[src/rtl/hazard_forward_unit.sv]
// hazard_forward_unit: scoreboard-driven stall, flush and forwarding control for the MIPS pipeline
module hazard_forward_unit #(
    parameter int ADDR_W    = 5,
    parameter int FWD_DEPTH = 2,
    parameter int LOAD_LAT  = 1,
    parameter int CNT_W     = 16,
    parameter int SEL_W     = $clog2(FWD_DEPTH + 1)
) (
    input  logic              clk_i,
    input  logic              rst_i,
    input  logic              id_valid_i,
    input  logic [ADDR_W-1:0] id_rs_i,
    input  logic [ADDR_W-1:0] id_rt_i,
    input  logic              id_uses_rs_i,
    input  logic              id_uses_rt_i,
    input  logic              id_wr_en_i,
    input  logic [ADDR_W-1:0] id_rd_i,
    input  logic              id_is_load_i,
    input  logic              id_branch_i,
    input  logic              branch_taken_i,
    output logic              stall_o,
    output logic              bubble_o,
    output logic              flush_o,
    output logic [SEL_W-1:0]  fwd_a_o,
    output logic [SEL_W-1:0]  fwd_b_o,
    output logic [SEL_W-1:0]  fwd_id_a_o,
    output logic [SEL_W-1:0]  fwd_id_b_o,
    output logic [CNT_W-1:0]  stall_cnt_o,
    output logic [CNT_W-1:0]  flush_cnt_o
);
    logic [FWD_DEPTH:0] sb_v_q, sb_ld_q;
    logic [ADDR_W-1:0]  sb_rd_q [FWD_DEPTH+1];
    logic               ex_urs_q, ex_urt_q;
    logic [ADDR_W-1:0]  ex_rs_q, ex_rt_q;
    logic [CNT_W-1:0]   stall_cnt_q, flush_cnt_q, stall_cnt_d, flush_cnt_d;
    logic               hit_a, hit_b, slow_ld, load_use, br_stall, stall, flush;
    logic               s0_go, s0_v_d, s0_ld_d;
    logic [SEL_W-1:0]   fa, fb, fia, fib;

    // Scan oldest to youngest so the youngest matching producer is the last one written
    always_comb begin
        load_use = 1'b0;
        br_stall = 1'b0;
        hit_a    = 1'b0;
        hit_b    = 1'b0;
        slow_ld  = 1'b0;
        fa       = '0;
        fb       = '0;
        fia      = '0;
        fib      = '0;
        for (int k = FWD_DEPTH; k >= 0; k--) begin
            hit_a   = sb_v_q[k] && id_uses_rs_i && sb_rd_q[k] == id_rs_i;
            hit_b   = sb_v_q[k] && id_uses_rt_i && sb_rd_q[k] == id_rt_i;
            slow_ld = sb_ld_q[k] && k <= LOAD_LAT;
            if ((hit_a || hit_b) && sb_ld_q[k] && k < LOAD_LAT) load_use = 1'b1;
            if ((hit_a || hit_b) && id_branch_i && (k == 0 || slow_ld)) br_stall = 1'b1;
            if (k > 0) begin
                if (sb_v_q[k] && ex_urs_q && sb_rd_q[k] == ex_rs_q) fa = SEL_W'(k);
                if (sb_v_q[k] && ex_urt_q && sb_rd_q[k] == ex_rt_q) fb = SEL_W'(k);
                if (hit_a && !slow_ld) fia = SEL_W'(k);
                if (hit_b && !slow_ld) fib = SEL_W'(k);
            end
        end
        stall       = id_valid_i && (load_use || br_stall);
        flush       = id_valid_i && id_branch_i && branch_taken_i && !stall;
        s0_go       = id_valid_i && !stall;
        s0_v_d      = s0_go && id_wr_en_i && id_rd_i != '0;
        s0_ld_d     = s0_go && id_is_load_i;
        stall_cnt_d = (stall_o && !(&stall_cnt_q)) ? stall_cnt_q + CNT_W'(1) : stall_cnt_q;
        flush_cnt_d = (flush_o && !(&flush_cnt_q)) ? flush_cnt_q + CNT_W'(1) : flush_cnt_q;
    end

    // Reset forces every output low, including the paths fed straight from the ID inputs
    always_comb begin
        stall_o     = !rst_i && stall;
        bubble_o    = !rst_i && stall;
        flush_o     = !rst_i && flush;
        fwd_a_o     = rst_i ? '0 : fa;
        fwd_b_o     = rst_i ? '0 : fb;
        fwd_id_a_o  = (!rst_i && id_valid_i && id_branch_i) ? fia : '0;
        fwd_id_b_o  = (!rst_i && id_valid_i && id_branch_i) ? fib : '0;
        stall_cnt_o = rst_i ? '0 : stall_cnt_q;
        flush_cnt_o = rst_i ? '0 : flush_cnt_q;
    end

    // Scoreboard shifts every cycle; a stalled cycle pushes a bubble into the EX slot
    always_ff @(posedge clk_i or posedge rst_i) begin
        if (rst_i) begin
            sb_v_q   <= '0;
            sb_ld_q  <= '0;
            for (int k = 0; k <= FWD_DEPTH; k++) sb_rd_q[k] <= '0;
            ex_urs_q <= 1'b0;
            ex_urt_q <= 1'b0;
            ex_rs_q  <= '0;
            ex_rt_q  <= '0;
        end else begin
            sb_v_q     <= {sb_v_q[FWD_DEPTH-1:0], s0_v_d};
            sb_ld_q    <= {sb_ld_q[FWD_DEPTH-1:0], s0_ld_d};
            sb_rd_q[0] <= id_rd_i;
            for (int k = 1; k <= FWD_DEPTH; k++) sb_rd_q[k] <= sb_rd_q[k-1];
            ex_urs_q   <= s0_go && id_uses_rs_i;
            ex_urt_q   <= s0_go && id_uses_rt_i;
            ex_rs_q    <= id_rs_i;
            ex_rt_q    <= id_rt_i;
        end
    end

    // Saturating stall and flush event counters
    always_ff @(posedge clk_i or posedge rst_i) begin
        if (rst_i) begin
            stall_cnt_q <= '0;
            flush_cnt_q <= '0;
        end else begin
            stall_cnt_q <= stall_cnt_d;
            flush_cnt_q <= flush_cnt_d;
        end
    end
endmodule

[config.mk]
export PLATFORM = sky130hd
export DESIGN_NAME = hazard_forward_unit
export DESIGN_NICKNAME = d
export VERILOG_FILES = /design/src/rtl/hazard_forward_unit.sv
export SDC_FILE = /design/constraint.sdc
export NUM_CORES = 1
export LEC_CHECK = 0
export CORE_MARGIN = 3
export CORE_UTILIZATION = 54
export CTS_BUF_LIST = sky130_fd_sc_hd__clkbuf_4 sky130_fd_sc_hd__clkbuf_8
export DETAILED_ROUTE_END_ITERATION = 12
export PLACE_DENSITY = 0.93
export SYNTH_ARGS = -nofsm -noshare
export SYNTH_HDL_FRONTEND = slang
export SYNTH_SLANG_ARGS = --single-unit
[constraint.sdc]
create_clock -name clk_i -period 4.4 [get_ports clk_i]
set_clock_uncertainty 0.05 [all_clocks]
set_input_delay 0.88 -clock clk_i [delete_from_list [all_inputs] [get_ports clk_i]]
set_output_delay 0.88 -clock clk_i [all_outputs]
set_load 0.03 [all_outputs]
==> summary by stage, run 1 <==
Place
The total instance count after detailed placement is 452. The number of input and output port buffers inserted is 66. Detailed placement ended at an HPWL of a little under 6 mm. The weighted congestion reported at the end of routability-driven placement is between 0.8 and 0.9.

Floorplanning
For this design the top-level I/O count stands at 67. The floorplan has 28 rows. The die is 85.1 µm tall. The region available for standard cell placement spans 5990 µm². The die width is approximately 85 µm.

The area of the die is 7240 µm². The starting density of the core is 56.3%.

Logic synthesis
After synthesis, the cell types taking the most area are sky130_fd_sc_hd__dfrtp_1, sky130_fd_sc_hd__xnor2_1, sky130_fd_sc_hd__xor2_1. The cell count after synthesis is 318. Summed over all instances, the cell type with the most area after synthesis is sky130_fd_sc_hd__dfrtp_1. The async set-reset flop share out of synthesis is 100%. The Yosys step of the flow raised 0 warnings. Of the synthesized area, sequential elements account for around 47%. After synthesis the netlist holds a flip-flop and latch count of 64. The number of synthesized flops with an enable pin is 0. After synthesis, the largest area contributor takes up 47.4% of total cell area. The mean instance size in the synthesized netlist is 10.6 µm². The number of nets handed over by synthesis was 344. The commonest register cell after synthesis is sky130_fd_sc_hd__dfrtp_1. The synthesized netlist contains 35 unique library cells. In this run the cell area of the synthesized design comes to approximately 3400 µm².

Global route
The met2 usage is between 30% and 40%. Global routing consumed, over all layers together, 23.5% of the routing resources. The initial antenna violation count is 0. The global route total overflow is 0. Entering global routing, the biggest net connects 65 pins. Global routing consumed, on the met1 layer, 32.3% of the routing resources. The first-pass GRT wire length is 13.2 mm. The via count of the first global-routing pass came to around 2,700. For met3 alone, demand over resource in global routing was ~7%. The layer flagged by global routing as most heavily used is met2.

Layout
Fill cells in the final layout number 441. The library cells used most frequently in the layout, excluding fill and tap cells, are sky130_fd_sc_hd__dfrtp_1, sky130_fd_sc_hd__clkdlybuf4s50_1, sky130_fd_sc_hd__xnor2_1. The final layout contains ~410 nets. The area occupied by registers is 1600 µm². Once layout is complete, the cells apart from fillers number 467. The multi-input gate area in the final layout is about 1700 µm².

The relative area change from synthesis to final layout is 28.3%. The number of antenna diodes in the final layout is 0. The commonest non-fill, non-tap cell in the layout is sky130_fd_sc_hd__dfrtp_1. The post-route netlist has 10.7% of its cells at a drive strength greater than 1.

Routing
The first detailed-routing pass took 4 iterations. The post-detailed-route count of antenna-violating nets is 0. The routed wire length per instance is 17.0 µm. The number of design rule violations left after detail routing is 0. The average via count per standard cell is 5.58. After the first detailed-routing iteration, the DRC count stood at 143. The total wire length after detailed routing is 7.95 mm.

The routed layout has 2,604 vias.

STA
After layout, the minimum clock period comes to ~4200 ps. The final max-slew violation count is 0. The final-report hold violation count is 0. Of the available clock period, the critical path in the final layout requires 96.2%. Setup repair after global routing left no endpoint under its margin.

The number of setup violations in the final report is 0. For the pin with the worst max-slew slack, the measured transition is between 1000 and 1500 ps. The post-route setup TNS is 0 ps. The remaining max-slew budget at the tightest pin is 19.7%. Static timing analysis puts the maximum clock frequency at between 200 and 250 MHz.

Clock tree
The TritonCTS buffer count is 9. Hold repair after CTS inserted 0 buffers. The maximum clock path buffer count is 2. The setup fix buffers added after clock tree synthesis is 0.

The clock sink total is 64. The tree is rooted in a sky130_fd_sc_hd__clkbuf_8. The post-cts sizing count is 0. CTS built an H-tree with a depth of 3. The TritonCTS clock tree is built. The clock reaches the later pin of the worst-skew pair after 340 ps. The clock transition at the registers of the reported paths is 70 ps.

Hold path
The number of stages on the worst hold path is 0. The sink of the worst hold path is sb_v_q[1]$_DFF_PP0_. The startpoint of the lowest-slack hold path is sb_v_q[0]$_DFF_PP0_.

In this run the worst hold path is classified as flip-flop to flip-flop.

Outcome
The flow ran to the end, and the final reports show no timing, DRC or antenna violations.

Power and ir drop
Dividing total power by cell area gives a power density of 323 nW/µm². For this design the static power due to leakage is ~1.8 nW. The worst-case IR drop observed on VDD is 0.226 mV.

Worst setup path
The critical path is of the input pin to primary output type. The required time reported for the critical path endpoint is 3470 ps. At the worst endpoint, the arrival time is 3300 ps.

The worst-path maximum fanout is 2. The setup slack of the most critical reg-to-reg path is 1800 ps. Measured in cells, the most critical reg-to-reg path has a length of 5. In this run the critical register-to-register path is captured at stall_cnt_q[1]$_DFFE_PP0P_. STA classifies the critical path endpoint as a primary output. The startpoint of the lowest-slack register-to-register path is stall_cnt_q[4]$_DFFE_PP0P_. The element type at the critical path start is an input pin.

Flow run
Across the run, the number of max-cap violations was 0.
-- final cells by class --
| type | instances | area share (%) |
|---|---|---|
| multi-input cells | 236 | 39.3 |
| flip-flops and latches | 64 | 37.0 |
| inverters | 3 | 0.347 |
| well taps | 75 | 2.17 |
| clock buffers | 11 | 3.21 |
| repair buffers | 74 | 16.3 |
| clock inverters | 4 | 1.62 |
-- worst max-delay path, stage by stage --
cell and delay, ps:
sky130_fd_sc_hd__clkdlybuf4s50_1 530, sky130_fd_sc_hd__o21ai_1 110, sky130_fd_sc_hd__or4_1 550, sky130_fd_sc_hd__o22ai_2 270, sky130_fd_sc_hd__nor3_4 60, sky130_fd_sc_hd__nor2_1 190, sky130_fd_sc_hd__clkdlybuf4s50_1 710
-- synth_stat cells, drive strengths merged, types with 4 or more instances --
master	number
nor4	11
xor2	27
dfrtp	64
nor2b	34
nand2	13
xnor2	51
clkbuf	11
buf	4
nand3	24
nor2	11
nor3	9
nand4	15
and3	12
-- where the power goes --
group	internal (mW)	switching (mW)
sequential	0.621	0.0446
combinational	0.0961	0.0981
clock	0.327	0.213
-- how the worst max path moves through the flow --
stage / from / to / cells past startpoint
floorplan: rst_i / stall_o / 5
global placement: id_branch_i / bubble_o / 7
detailed placement: id_branch_i / bubble_o / 7
finish: id_branch_i / bubble_o / 7
CTS: id_branch_i / bubble_o / 7
global route: id_branch_i / bubble_o / 7
-- registers in the layout, summed over array words and instances (netlist names) --
signal and flops:
ex_rs_q 5, ex_urs_q 1, stall_cnt_q 16, ex_rt_q 5
ex_urt_q 1, sb_rd_q 15, sb_v_q 3, sb_ld_q 2
flush_cnt_q 16
-- logic make-up after synthesis --
group | after synthesis | synth area share, %
buffers and inverters | 18 | 2.41
flip-flops | 64 | 47.4
AO/OA/AOI/OAI | 10 | 2.11
XOR/XNOR | 78 | 20.2
adder cells (fa/ha/maj) | 2 | 0.741
AND/OR/NAND/NOR | 143 | 26.1
multiplexers | 3 | 1.00
-- stage by stage --
step	instance area [µm²]	utilization (%)	power (mW)	setup WS, ps	hold slack (ps)
2_1_floorplan	3380	-	0.784	436	301
3_3_place_gp	4120	68.7	0.862	207	347
3_5_place_dp	4120	68.7	0.872	199	347
4_1_cts	4330	72.2	1.41	170	364
5_1_grt	4330	72.3	1.45	72.9	368
6_report	4330	72.3	1.40	169	360
-- per-layer routing --
layer  vias to the layer above  share of wire [%]
met3                        16                7.9
li1                       1234                  -
met2                        91                 45
met1                      1263                 46
met4                         0                1.6
met5                         -                  0
(Power assumes the default switching activity.)
==> run 2, diff against run 1 <==
--- a/config.mk
+++ b/config.mk
@@ -5,6 +5,7 @@
 export SDC_FILE = /design/constraint.sdc
 export NUM_CORES = 1
 export LEC_CHECK = 0
+export CAP_MARGIN = 5
 export CORE_MARGIN = 3
 export CORE_UTILIZATION = 54
 export CTS_BUF_LIST = sky130_fd_sc_hd__clkbuf_4 sky130_fd_sc_hd__clkbuf_8
==> results of run 2 <==
The final DEF is identical to that of run 1; final timing and power are the same.
